--- config.mk ---
export PLATFORM = sky130hd
export DESIGN_NAME = snake_core
export DESIGN_NICKNAME = d
export VERILOG_FILES = /design/src/rtl/snake_core.sv
export SDC_FILE = /design/constraint.sdc
export NUM_CORES = 1
export LEC_CHECK = 0
export ABC_AREA = 1
export CAP_MARGIN = 20
export CORE_MARGIN = 1.5
export CORE_UTILIZATION = 30
export CTS_BUF_LIST = sky130_fd_sc_hd__clkbuf_2 sky130_fd_sc_hd__clkbuf_4 sky130_fd_sc_hd__clkbuf_8
export DETAILED_ROUTE_END_ITERATION = 10
export HOLD_SLACK_MARGIN = 0.02
export MAX_ROUTING_LAYER = met4
export PLACE_DENSITY = 0.52
export SYNTH_ARGS = -nofsm -noshare
export SYNTH_HDL_FRONTEND = slang
export SYNTH_SLANG_ARGS = --single-unit
export TNS_END_PERCENT = 10
--- constraint.sdc ---
create_clock -name i_Clk -period 9.4 [get_ports i_Clk]
set_input_delay 0.94 -clock i_Clk [delete_from_list [all_inputs] [get_ports i_Clk]]
set_output_delay 0.94 -clock i_Clk [all_outputs]
set_load 0.05 [all_outputs]
--- src/rtl/snake_core.sv ---
// rtl/snake_core.sv - snake game engine: ring-buffer body, tick-driven moves, self-collision scan
//
// Optional feature macro: SNAKE_WRAP_EN (border cells playable, moves wrap
// around the grid edges, no wall game-over). Undefined: border cells are walls.
//
// Ports:
//   i_Clk, i_Rst            clock, synchronous active-low reset
//   i_Start                 begin/restart a game (honoured in IDLE or OVER)
//   i_Tick, i_Pause         move strobe, pause level
//   i_Dir, i_Dir_Valid      pending direction (0 up, 1 down, 2 left, 3 right)
//   i_Item_x/y, i_Item_Valid  item cell from the item generator
//   i_Rd_Idx                renderer segment index (0 = head)
//   o_Rd_x/y, o_Rd_Valid    registered segment read result
//   o_Head_x/y, o_Len, o_Score, o_Eat, o_Over, o_State  game status
module snake_core #(
    parameter int XSIZE   = 48,
    parameter int YSIZE   = 64,
    parameter int CW      = 6,
    parameter int MAX_LEN = 32,
    parameter int DEF_LEN = 3,
    localparam int IW     = $clog2(MAX_LEN)
) (
    input  logic          i_Clk,
    input  logic          i_Rst,
    input  logic          i_Start,
    input  logic          i_Tick,
    input  logic          i_Pause,
    input  logic [1:0]    i_Dir,
    input  logic          i_Dir_Valid,
    input  logic [CW-1:0] i_Item_x,
    input  logic [CW-1:0] i_Item_y,
    input  logic          i_Item_Valid,
    input  logic [IW-1:0] i_Rd_Idx,
    output logic [CW-1:0] o_Rd_x,
    output logic [CW-1:0] o_Rd_y,
    output logic          o_Rd_Valid,
    output logic [CW-1:0] o_Head_x,
    output logic [CW-1:0] o_Head_y,
    output logic [IW:0]   o_Len,
    output logic [15:0]   o_Score,
    output logic          o_Eat,
    output logic          o_Over,
    output logic [2:0]    o_State
);

    localparam logic [2:0] S_IDLE   = 3'd0;
    localparam logic [2:0] S_INIT   = 3'd1;
    localparam logic [2:0] S_RUN    = 3'd2;
    localparam logic [2:0] S_MOVE   = 3'd3;
    localparam logic [2:0] S_SCAN   = 3'd4;
    localparam logic [2:0] S_COMMIT = 3'd5;
    localparam logic [2:0] S_OVER   = 3'd6;

    localparam logic [1:0] D_UP    = 2'd0;
    localparam logic [1:0] D_DOWN  = 2'd1;
    localparam logic [1:0] D_LEFT  = 2'd2;
    localparam logic [1:0] D_RIGHT = 2'd3;

    localparam logic [CW-1:0] X_MID  = CW'(XSIZE / 2);
    localparam logic [CW-1:0] Y_MID  = CW'(YSIZE / 2);
    localparam logic [CW-1:0] X_LAST = CW'(XSIZE - 1);
    localparam logic [CW-1:0] Y_LAST = CW'(YSIZE - 1);
    localparam logic [CW-1:0] C_ONE  = CW'(1);

    localparam logic [IW:0]   LEN_MAX = (IW+1)'(MAX_LEN);
    localparam logic [IW:0]   LEN_DEF = (IW+1)'(DEF_LEN);
    localparam logic [IW:0]   LEN_ONE = (IW+1)'(1);
    localparam logic [IW-1:0] K_ONE   = IW'(1);
    localparam logic [IW-1:0] K_INIT_LAST = IW'(DEF_LEN - 1);

    logic [CW-1:0] mem_x [MAX_LEN];
    logic [CW-1:0] mem_y [MAX_LEN];

    logic [2:0]    state;
    logic [IW:0]   len;
    logic [15:0]   score;
    logic [IW-1:0] ptr;
    logic [IW-1:0] cnt;
    logic [1:0]    dir;
    logic [1:0]    pdir;
    logic [CW-1:0] head_x, head_y;
    logic [CW-1:0] nxt_x, nxt_y;
    logic          grow;
    logic [CW-1:0] rd_x, rd_y;
    logic          rd_valid;
    logic          eat;

    // Direction actually used by the next move: a reversal would fold the
    // head onto the neck, so it is refused whenever there is a neck.
    logic [1:0]    eff_dir;
    logic [CW-1:0] cand_x, cand_y;
    logic          wall;
    logic [IW-1:0] seg_addr;
    logic          hit;
    logic          at_tail;

    logic          wr_en;
    logic [IW-1:0] wr_addr;
    logic [CW-1:0] wr_x, wr_y;

    assign eff_dir = ((pdir == (dir ^ 2'b01)) && (len > LEN_ONE)) ? dir : pdir;

    always_comb begin
        cand_x = head_x;
        cand_y = head_y;
        case (eff_dir)
`ifdef SNAKE_WRAP_EN
            D_UP:    cand_y = (head_y == '0)     ? Y_LAST : head_y - C_ONE;
            D_DOWN:  cand_y = (head_y == Y_LAST) ? '0     : head_y + C_ONE;
            D_LEFT:  cand_x = (head_x == '0)     ? X_LAST : head_x - C_ONE;
            default: cand_x = (head_x == X_LAST) ? '0     : head_x + C_ONE;
`else
            D_UP:    cand_y = head_y - C_ONE;
            D_DOWN:  cand_y = head_y + C_ONE;
            D_LEFT:  cand_x = head_x - C_ONE;
            default: cand_x = head_x + C_ONE;
`endif
        endcase
    end

`ifdef SNAKE_WRAP_EN
    assign wall = 1'b0;
`else
    assign wall = (cand_x == '0) || (cand_x == X_LAST) ||
                  (cand_y == '0) || (cand_y == Y_LAST);
`endif

    // Segment k lives at mem[ptr - k]; cnt doubles as the INIT write index
    // and the SCAN compare index.
    assign seg_addr = ptr - cnt;
    assign hit      = (mem_x[seg_addr] == nxt_x) && (mem_y[seg_addr] == nxt_y);
    assign at_tail  = ({1'b0, cnt} == (len - LEN_ONE));

    always_comb begin
        wr_en   = 1'b0;
        wr_addr = seg_addr;
        wr_x    = X_MID - CW'(cnt);
        wr_y    = Y_MID;
        if (state == S_INIT) begin
            wr_en = 1'b1;
        end else if (state == S_COMMIT) begin
            wr_en   = 1'b1;
            wr_addr = ptr + K_ONE;
            wr_x    = nxt_x;
            wr_y    = nxt_y;
        end
    end

    // Body storage needs no reset: entries beyond the live length are
    // never exposed and INIT rewrites the live ones.
    always_ff @(posedge i_Clk) begin
        if (wr_en) begin
            mem_x[wr_addr] <= wr_x;
            mem_y[wr_addr] <= wr_y;
        end
    end

    always_ff @(posedge i_Clk) begin
        if (!i_Rst) begin
            state    <= S_IDLE;
            len      <= '0;
            score    <= '0;
            ptr      <= '0;
            cnt      <= '0;
            dir      <= D_RIGHT;
            pdir     <= D_RIGHT;
            head_x   <= X_MID;
            head_y   <= Y_MID;
            nxt_x    <= '0;
            nxt_y    <= '0;
            grow     <= 1'b0;
            rd_x     <= '0;
            rd_y     <= '0;
            rd_valid <= 1'b0;
            eat      <= 1'b0;
        end else begin
            eat <= 1'b0;
            if (i_Dir_Valid) begin
                pdir <= i_Dir;
            end
            // Sampled before any COMMIT update, so a read in COMMIT sees
            // the pre-commit body.
            rd_x     <= mem_x[ptr - i_Rd_Idx];
            rd_y     <= mem_y[ptr - i_Rd_Idx];
            rd_valid <= ({1'b0, i_Rd_Idx} < len);

            case (state)
                S_IDLE, S_OVER: begin
                    if (i_Start) begin
                        state <= S_INIT;
                        cnt   <= '0;
                    end
                end
                S_INIT: begin
                    if (cnt == '0) begin
                        head_x <= X_MID;
                        head_y <= Y_MID;
                    end
                    if (cnt == K_INIT_LAST) begin
                        state <= S_RUN;
                        len   <= LEN_DEF;
                        score <= '0;
                        dir   <= D_RIGHT;
                    end else begin
                        cnt <= cnt + K_ONE;
                    end
                end
                S_RUN: begin
                    if (i_Tick && !i_Pause) begin
                        state <= S_MOVE;
                    end
                end
                S_MOVE: begin
                    dir   <= eff_dir;
                    nxt_x <= cand_x;
                    nxt_y <= cand_y;
                    grow  <= i_Item_Valid && (cand_x == i_Item_x) && (cand_y == i_Item_y);
                    cnt   <= '0;
                    state <= wall ? S_OVER : S_SCAN;
                end
                S_SCAN: begin
                    // The tail cell is vacated by a non-growing move, so
                    // landing on it is legal.
                    if (hit && !(at_tail && !grow)) begin
                        state <= S_OVER;
                    end else if (at_tail) begin
                        state <= S_COMMIT;
                    end else begin
                        cnt <= cnt + K_ONE;
                    end
                end
                S_COMMIT: begin
                    ptr    <= ptr + K_ONE;
                    head_x <= nxt_x;
                    head_y <= nxt_y;
                    if (grow) begin
                        eat <= 1'b1;
                        if (len < LEN_MAX) begin
                            len <= len + LEN_ONE;
                        end
                        if (score != 16'hFFFF) begin
                            score <= score + 16'd1;
                        end
                    end
                    state <= S_RUN;
                end
                default: state <= S_IDLE;
            endcase
        end
    end

    assign o_Rd_x     = rd_x;
    assign o_Rd_y     = rd_y;
    assign o_Rd_Valid = rd_valid;
    assign o_Head_x   = head_x;
    assign o_Head_y   = head_y;
    assign o_Len      = len;
    assign o_Score    = score;
    assign o_Eat      = eat;
    assign o_Over     = (state == S_OVER);
    assign o_State    = state;

endmodule

==> Yosys cells after proc, flatten, opt, wreduce, memory -nomap -nowiden <==
Memories as Yosys holds them, arrays and structs flattened. A register that Yosys moved wholly into a read port is not among the register bits.
Cells that the tools add are included.
{ "totals": {"out_inout_bits": 52, "n_memories": 2, "ramBits": 384, "wordCells": 133, "ff_bits": 66, "input_bits": 26} }
{ "mem_list": {"columns": ["name", "words", "word_bits", "read_ports", "rd_ports_with_merged_regs", "wr", "line_no", "rtl"], "rows": [
  ["mem_x", 32, 6, 2, 1, 1, "71", "logic [CW-1:0] mem_x [MAX_LEN];"],
  ["mem_y", 32, 6, 2, 1, 1, "72", "logic [CW-1:0] mem_y [MAX_LEN];"]
]} }
{ "classes": {"n_eq_ne": 29, "n_reduce_logical": 32, "n_mux": 40, "addsub": 12, "bitwise_logic": 1, "magnitude_cmp": 3} }
{ "op_table": {"columns": ["cell", "count"], "rows": [
  ["6-bit one-hot mux with 2 select lines", 5],
  ["6-bit 2-to-1 mux", 9],
  ["16-bit 2-to-1 mux", 3],
  ["16-bit one-hot mux with 2 select lines", 1],
  ["5-bit 2-to-1 mux", 6],
  ["6-bit equality test", 4],
  ["5-bit one-hot mux with 4 select lines", 1],
  ["6-bit by 1-bit adder with 6-bit output, second input constant", 3],
  ["3-bit one-hot mux with 6 select lines", 1],
  ["6-bit by 1-bit subtractor with 6-bit output, second input constant", 3],
  ["16-bit by 1-bit adder with 16-bit output, second input constant", 1],
  ["16-bit != test, second input constant", 1],
  ["3-bit 2-to-1 mux", 5],
  ["6-bit equality test, second input constant", 2],
  ["6-bit zero test", 2],
  ["2-bit != test, second input constant", 6],
  ["4-bit AND reduction", 3],
  ["5-bit by 1-bit adder with 5-bit output, second input constant", 2],
  ["5-bit subtractor", 2],
  ["3-bit equality test, second input constant", 3],
  ["2-bit by 1-bit != test with 1-bit output, second input constant", 4],
  ["1-bit logical AND", 7],
  ["3-bit by 2-bit equality test with 1-bit output, second input constant", 2],
  ["5-bit by 6-bit equality test with 1-bit output", 1],
  ["other kinds (24)", 40]
]} }

==> Logic depth before layout (Yosys ltp) <==
Gate-level depths: netlist of run 1.
{ "depth": {"depth_word": 13, "mapped_depth": 26, "mapped_depth_nobuf": 26} }

==> Worst setup path after synthesis of run 1 <==
Ideal clock, no wire load.
{ "synth_path": {"path_type": "reg-to-reg", "startpoint": "register len[0], in the netlist o_Len[0]", "endpoint": "register grow", "path_buffers": 0, "synth_period_minus_slack_ps": 3668, "setup_time_ps": 132, "setup_slack_ps": 5732, "required_ps": 9268, "stages_incl_launch_ff": 24, "t_arrival_ps": 3536, "cell_sequence": "dfxtp_1 -> inv_1 -> ha_1 -> inv_1 -> nand2_1 -> nand3_1 -> nand3_1 -> nand2_1 -> nand2_1 -> ha_1 -> nand2_1 -> nand2_1 -> a31oi_1 -> o21bai_1 -> a21oi_1 -> o21ai_0 -> o21ai_0 -> xnor2_1 -> inv_1 -> or2_2 -> nand3_1 -> nor2_1 -> nand4_1 -> o21ai_0"} }
{ "synth_via": {"elab_chain_cells": 9, "word_cells_on_any_way": 13, "classes_between": "order compare (1); eq/ne (4); mux (3); reduce/logical (5)"} }
{ "synth_lines": {"columns": ["item", "line_no", "rtl"], "rows": [
  ["from (decl)", "75", "logic [IW:0] len;"],
  ["from (signal assigned)", "239", "len <= len + LEN_ONE;"],
  ["6-bit by 1-bit > comparator with 1-bit output (*)", "101", "assign eff_dir = ((pdir == (dir ^ 2'b01)) && (len > LEN_ONE)) ? dir : pdir;"],
  ["1-bit logical AND (*)", "101", null],
  ["2-bit 2-to-1 mux (*)", "101", null],
  ["2-bit by 1-bit equality test with 1-bit output / 2-bit zero test (equally long branches)", "106", "case (eff_dir)"],
  ["2-bit OR reduction (no line)", null, null],
  ["6-bit one-hot mux with 2 select lines", "106", null],
  ["6-bit equality test", "217", "grow <= i_Item_Valid && (cand_x == i_Item_x) && (cand_y == i_Item_y);"],
  ["1-bit logical AND", "217", null],
  ["1-bit logical AND (*)", "217", null],
  ["to (signal assigned)", "217", null],
  ["to (decl)", "83", "logic grow;"]
]} }
Every way passes the cells marked *; elsewhere a longest branch is shown, timed or not.
A chain may end at the register's enable or synchronous reset.

==> Worst setup path after layout of run 1 <==
{ "layout_path": {"startpoint": "register ptr[0]", "endpoint": "register cnt[2]"} }
{ "layout_via": {"elab_chain_cells": 7, "word_cells_on_any_way": 9, "classes_between": "add/sub (1); eq/ne (3); reduce/logical (3); memory (2)"} }
{ "layout_lines": {"columns": ["item", "line_no", "rtl"], "rows": [
  ["from (decl)", "77", "logic [IW-1:0] ptr;"],
  ["from (signal assigned)", "233", "ptr <= ptr + K_ONE;"],
  ["5-bit subtractor (*)", "130", "assign seg_addr = ptr - cnt;"],
  ["memory read 32 x 6 bit, on equally long branches", null, null],
  ["6-bit equality test", "131", "assign hit = (mem_x[seg_addr] == nxt_x) && (mem_y[seg_addr] == nxt_y);"],
  ["1-bit logical AND (*)", "131", null],
  ["1-bit logical AND (*)", "224", "if (hit && !(at_tail && !grow)) begin"],
  ["2-bit != test (no line) (*)", null, null],
  ["5-bit AND reduction (no line) (*)", null, null],
  ["to (signal assigned)", "205", "cnt <= cnt + K_ONE;"],
  ["to (signal assigned)", "229", "cnt <= cnt + K_ONE;"],
  ["to (decl)", "78", "logic [IW-1:0] cnt;"]
]} }
Marked as above.

==> results of run 1 <==
stage by stage:
stage / setup slack, ns / cells / area [sq um] / util [%] / hold slack (ns)
finish: 4.47 / 3964 / 27800 / 35.0 / 0.477
global route: 4.15 / 3964 / 27800 / 35.0 / 0.497
CTS: 4.54 / 3961 / 27700 / 34.9 / 0.473
detailed placement: 4.44 / 3816 / 26100 / 32.9 / 0.452
global placement: 4.14 / 3814 / 26000 / 32.8 / 0.459
floorplan: 5.73 / 2820 / 24200 / - / 0.430
routing by layer:
layer	track usage [%]	vias up	routed length (um)
met5	-	-	0
met3	3.75	150	5940
met2	31.1	778	37100
li1	-	9743	-
met1	25.3	9432	34900
met4	7.76	0	2490
synth_stat cells, drive strengths merged, types with 2 or more instances:
| cell type | n | area, sq um |
|---|---|---|
| a211oi | 2 | 15.0 |
| a21oi | 320 | 1610 |
| a31oi | 5 | 31.3 |
| buf | 76 | 412 |
| clkbuf | 96 | 360 |
| clkinv | 6 | 22.5 |
| dfxtp | 78 | 1560 |
| edfxtp | 384 | 11500 |
| fa | 3 | 60.1 |
| ha | 25 | 313 |
| inv | 291 | 1090 |
| nand2 | 482 | 1820 |
| nand3 | 207 | 1060 |
| nand3b | 2 | 15.0 |
| nand4 | 13 | 81.3 |
| nor2 | 264 | 1010 |
| nor3 | 21 | 110 |
| nor4 | 2 | 18.8 |
| o211ai | 52 | 390 |
| o21a | 4 | 30.0 |
| o21ai | 433 | 2170 |
| o21bai | 5 | 41.3 |
| o31ai | 3 | 22.5 |
| o41ai | 3 | 26.3 |
| or2 | 4 | 25.0 |
| xnor2 | 10 | 87.6 |
| xor2 | 22 | 226 |
cells in the final DEF (no fill, tap or decap), types with 4 or more instances in the layout:
cell type        instances
nand3_2                  4
o21ai_0                419
nand2_1                477
clkbuf_8                96
xnor2_1                 10
nand3_1                203
o21a_1                   4
o21ai_1                 11
xor2_1                  16
nand2_2                  4
clkbuf_4                25
clkinv_2                 8
dfxtp_1                 78
nand4_1                 13
clkdlybuf4s50_1         77
a31oi_1                  4
inv_2                   10
clkinv_1                19
nor2_2                  37
edfxtp_1               384
o211ai_1                52
a21oi_1                318
ha_1                    23
inv_1                  279
nor2_1                 226
or2_2                    4
o21bai_1                 4
buf_4                   38
nor3_1                  20
area by class of cell:
type                    count  area, sq um  area share, %
diodes                      1         2.50        0.00902
clock buffers             121         1510           5.44
clock inverters            24          113          0.406
well taps                1050         1310           4.73
repair buffers            120         1160           4.18
multi-input cells        1889         9440           34.0
flip-flops and latches    462        13100           47.2
inverters                 297         1120           4.04
final timing paths:
kind	endpoint	slack (ns)
min reg2reg	dir[0]	0.48
max	cnt[2]	4.47
max reg2reg	cnt[2]	4.47
min	dir[0]	0.48
power groups by stage:
stage                     registers [mW]  logic (mW)  clock network [mW]
after floorplan                     2.63        2.08                   0
after global placement              2.58        3.19                   0
after detailed placement            2.58        3.20                   0
after CTS                           2.54        3.21                1.94
after global routing                2.55        3.55                2.01
final                               2.54        3.24                1.89
state kept, by name (all words and copies together), names as in the netlist, 2 cells and up:
register and count:
o_Rd_x 6, o_Head_x 6, o_State 3, o_Score 16, o_Len 6, cnt 5, nxt_x 6, ptr 5
nxt_y 6, dir 2, mem_x 192, o_Rd_y 6, pdir 2, o_Head_y 6, mem_y 192
cell families (layout without fill, tap and decap cells):
logic type               after synthesis  count (layout)  synth area share, %
other                                  0               1                    0
AO/OA/AOI/OAI                        829             829                 18.0
adder cells (fa/ha/maj)               28              28                 1.54
XOR/XNOR                              32              32                 1.30
flip-flops                           462             462                 54.1
multiplexers                           1               1               0.0465
buffers and inverters                469             562                 7.80
AND/OR/NAND/NOR                      999             999                 17.2
tightest hold or removal path: cells and delay by family, from the launching register on:
kind                   cells  cell delay, ns
AOI/OAI and AO/OA          1            0.08
buffers and inverters      1            0.05
DFF                        1            0.32
==> results.cfg, run 1 <==
[outcome]
status = finished clean

[yosys]
syn_area_sq_um = 24200
yosysSeqAreaShare_pct = 54.1
ys_ff_latch = 462
syn_area_per_cell_sq_um = 8.58
synthFlopType = edfxtp_1
synth_cell_types = 51
yosysWarnings = 0
synthArstFlopShare_pct = 0
postSynthCellCount = 2820
synth_enable_flop_cells = 384
syn-num-nets = 2874

[die]
die_x_um = 287
core_area_sq_um = 79400
die_h_um = 287
die_area_sq_um = 82400
floorplan.initialDensity_pct = 30.5
placementRows = 103
io_pins = 78

[run]
maxCapViolCount = 0

[timing]
skew_ns = 0.0347
hold_viol_final = 0
finalCriticalPeriod_ns = 4.93
max_slew_margin_pct = 23.8
worst_slew_pin_slew_ns = 1.14
drv_slew = 0
rsz0062_at_grt = false
timing.final.crit_share_pct = 52.5
setup_viol = 0
setup_tns_ns = 0
clock.fmax_ghz = 0.203

[hold_path]
whs_path_depth = 2
hold_path.class = flip-flop to flip-flop
min_from = dir[0]

[pwr]
power_mw = 7.67
cellLeakagePower_nw = 10.3
p_seq_share_pct = 33.1
p_int_mw = 4.33
p_switching_mw = 3.34
p_per_area_nw_per_um2 = 276
clockPowerShare_pct = 24.7
swShare_pct = 43.6
ir_drop_mv = 0.147
p_comb_share_pct = 42.2

[clock_tree]
clockRootBuffer = clkbuf_8
cts_max_path_buffers = 3
htree_num_levels = 3
cts-hold-fix-buffers = 0
clock_latency_ns = 0.69
cts_made_buffers = 81
cts_tree = built
cts_setup_buffers = 0
clkTransAtPathRegs_ns = 0.07
clock-sinks = 462
cts_resized = 0

[global_routing]
grt_usage_pct = 19.9
antenna_found_initial = 1
grt_max_degree = 133
grt-ovfl-total = 0
grt_first_pass_wirelength_um = 120000
grt_pass1_vias = 19100

[worst_setup_path]
cp-end-kind = flip-flop
path_depth = 23
crit_required_ns = 9.96
cp_slowest_stage_delay_ns = 0.83
worstReg2RegStart = ptr[0]
crit_path_frequent_cell = nand2_1
crit_slowest_cell = buf_4
crit_start = ptr[0]
worstRegToRegCells = 23
cp-start-kind = flip-flop
path_buf_inv = 4
path_cells = inv_1 > ha_4 > buf_4 > buf_4 > nor2_1 > a21oi_1 > o21ai_0 > nand2_1 > nand3_1 > nand3_1 > nand2_1 > nand2_1 > o21ai_1 > nor2_1 > nand2_1 > nor2_4 > nand3_2 > nand2_4 > inv_2 > nand2_2 > nand2_1 > nand2_1 > nor2_2
crit_fanout = 92
crit_type = flip-flop to flip-flop
critical_path.top_delay_family = simple AND/OR/NAND/NOR gates
arrival_ns = 5.49

[final_layout]
drive_gt1_share_pct = 8.96
layout.nets = 2905
fill_cells = 8325
syn_to_final_growth_pct = 14.7

[routing]
vias_per_cell = 5.07
wl_per_cell_um = 20.3
vias = 20100
first_pass_iters = 6
drtAntennaViolNets = 0
routed_wl_um = 80400
initialDrtViolationCount = 2198
remaining_drc_errors = 0

[place]
place_congestion = 0.835
portBuffers = 77
hpwl_um = 48600
(Power assumes the default switching activity.)
==> run 2, diff against run 1 <==
==> constraint.sdc (replaced) <==
create_clock -name i_Clk -period 4.65 [get_ports i_Clk]
set_input_delay 0.465 -clock i_Clk [delete_from_list [all_inputs] [get_ports i_Clk]]
set_output_delay 0.465 -clock i_Clk [all_outputs]
set_load 0.05 [all_outputs]
==> results.cfg, run 2 (synthesized netlist as in run 1, its figures left out) <==
[worst_setup_path]
crit_type = flip-flop to flip-flop
crit_required_ns = 5.22
crit_start = ptr[0]
cp-start-kind = flip-flop
cp-end-kind = flip-flop
arrival_ns = 4.68
reg2reg_slack_ns = 0.54
worstRegToRegCells = 22
critPathCapture = cnt[2]
rr_endpoint = cnt[2]
crit_fanout = 36
worstReg2RegStart = ptr[0]

[die]
floorplan.initialDensity_pct = 30.5
io_pins = 78
die_x_um = 287
die_h_um = 287
die_area_sq_um = 82400
placementRows = 103
core_area_sq_um = 79400

[routing]
initialDrtViolationCount = 1950
wl_per_cell_um = 20.3
first_pass_iters = 5
drtAntennaViolNets = 0
vias_per_cell = 5.08
remaining_drc_errors = 0
routed_wl_um = 82000
vias = 20500

[final_layout]
layout.nets = 2968
final_area_sq_um = 28400
drive_gt1_share_pct = 10.2
layout_commonest_cell = nand2_1
register_area_sq_um = 13100
most-common-layout-cells = 477 x nand2_1, 419 x o21ai_0, 384 x edfxtp_1
multi_input_area_sq_um = 9370
fill_cells = 8263
syn_to_final_growth_pct = 17.3

[clock_tree]
clock_latency_ns = 0.68
cts_max_path_buffers = 3
cts_resized = 0
cts_tree = built
cts_setup_buffers = 0
clockRootBuffer = clkbuf_8
clkTransAtPathRegs_ns = 0.06
cts-hold-fix-buffers = 0
htree_num_levels = 3
cts_made_buffers = 81
clock-sinks = 462

[timing]
drv_slew = 0
timing.final.crit_share_pct = 88.4
rsz0062_at_grt = false
setup_viol = 0
skew_ns = 0.0317
hold_viol_final = 0
max_slew_margin_pct = 27.6
clock.fmax_ghz = 0.243
finalCriticalPeriod_ns = 4.11
worst_slew_pin_slew_ns = 1.09
setup_tns_ns = 0

[pwr]
p_comb_share_pct = 42.6
p_per_area_nw_per_um2 = 567
clockPowerShare_pct = 25.6
p_seq_share_pct = 31.8
p_switching_mw = 6.89
p_int_mw = 9.21
cellLeakagePower_nw = 10.7
ir_drop_mv = 0.477
swShare_pct = 42.8
power_mw = 16.1

[run]
maxCapViolCount = 0

[global_routing]
grt-ovfl-total = 0
grt_max_degree = 195
grt_usage_pct = 20.4
antenna_found_initial = 2
grt_first_pass_wirelength_um = 124000
grt_pass1_vias = 19400

[hold_path]
hold_path.class = input port to flip-flop

[place]
hpwl_um = 52400
dpl_cell_area_sq_um = 26600
place_congestion = 0.885
portBuffers = 77

[outcome]
status = finished clean
run 2: worst min path at each step:
| stage | start | to | slack (ns) | cells after the start |
|---|---|---|---|---|
| floorplan | pdir[0] | pdir[0] | 0.43 | 2 |
| global placement | pdir[0] | pdir[0] | 0.45 | 2 |
| detailed placement | pdir[0] | pdir[0] | 0.46 | 2 |
| CTS | i_Dir[1] | pdir[1] | 0.35 | 3 |
| global route | i_Dir[1] | pdir[1] | 0.42 | 3 |
| finish | i_Dir[1] | pdir[1] | 0.38 | 3 |
run 2: area by class of cell:
cell class / instances / area share (%)
antenna: 1 / 0.00882
clock buffer: 122 / 5.41
clock inverter: 28 / 0.829
inverter: 297 / 3.96
multi-input combinational: 1889 / 33.0
sequential: 462 / 46.1
tap: 1050 / 4.63
timing repair buffer: 183 / 6.01
run 2: metrics by stage:
step                      setup slack, ns  util (%)  instances  hold slack [ns]
final                               0.538      35.7       4032            0.384
after global routing                0.355      35.7       4032            0.425
after CTS                           0.646      35.7       4031            0.347
after detailed placement            0.660      33.5       3881            0.456
after global placement              0.675      33.5       3881            0.455
after floorplan                     0.982         -       2820            0.430
run 2: worst max-delay path, cell delays in order (launching register included):
cell and delay, ns:
dfxtp_1 0.33, inv_1 0.18, ha_4 0.16, inv_1 0.05, fa_4 1.01, buf_4 0.43
o21ai_0 0.19, nand2_1 0.10, nand3_1 0.12, nand3_1 0.15, nand2_1 0.08, nand2_1 0.07
nand2_1 0.05, a21oi_1 0.31, nand2_1 0.15, nor2_4 0.15, nand3_2 0.11, nand2_4 0.11
inv_2 0.06, nand2_2 0.06, nand2_1 0.04, nand2_1 0.06, nor2_2 0.03
run 2: power by group through the flow:
stage	logic (mW)	registers, mW	clock network (mW)
2_1_floorplan	4.21	5.31	0
3_3_place_gp	6.76	5.20	0
3_5_place_dp	6.76	5.20	0
4_1_cts	6.79	5.12	4.20
5_1_grt	7.47	5.15	4.37
6_report	6.86	5.12	4.12
run 2: routing by layer:
metal	global-route usage (%)	routed length, um	part of all wire, %	vias to the layer above
li1	-	-	-	9878
met1	27.3	36500	45	9738
met2	31.9	38200	47	766
met3	2.83	5400	6.6	112
met4	6.26	1850	2.3	0
met5	-	0	0	-
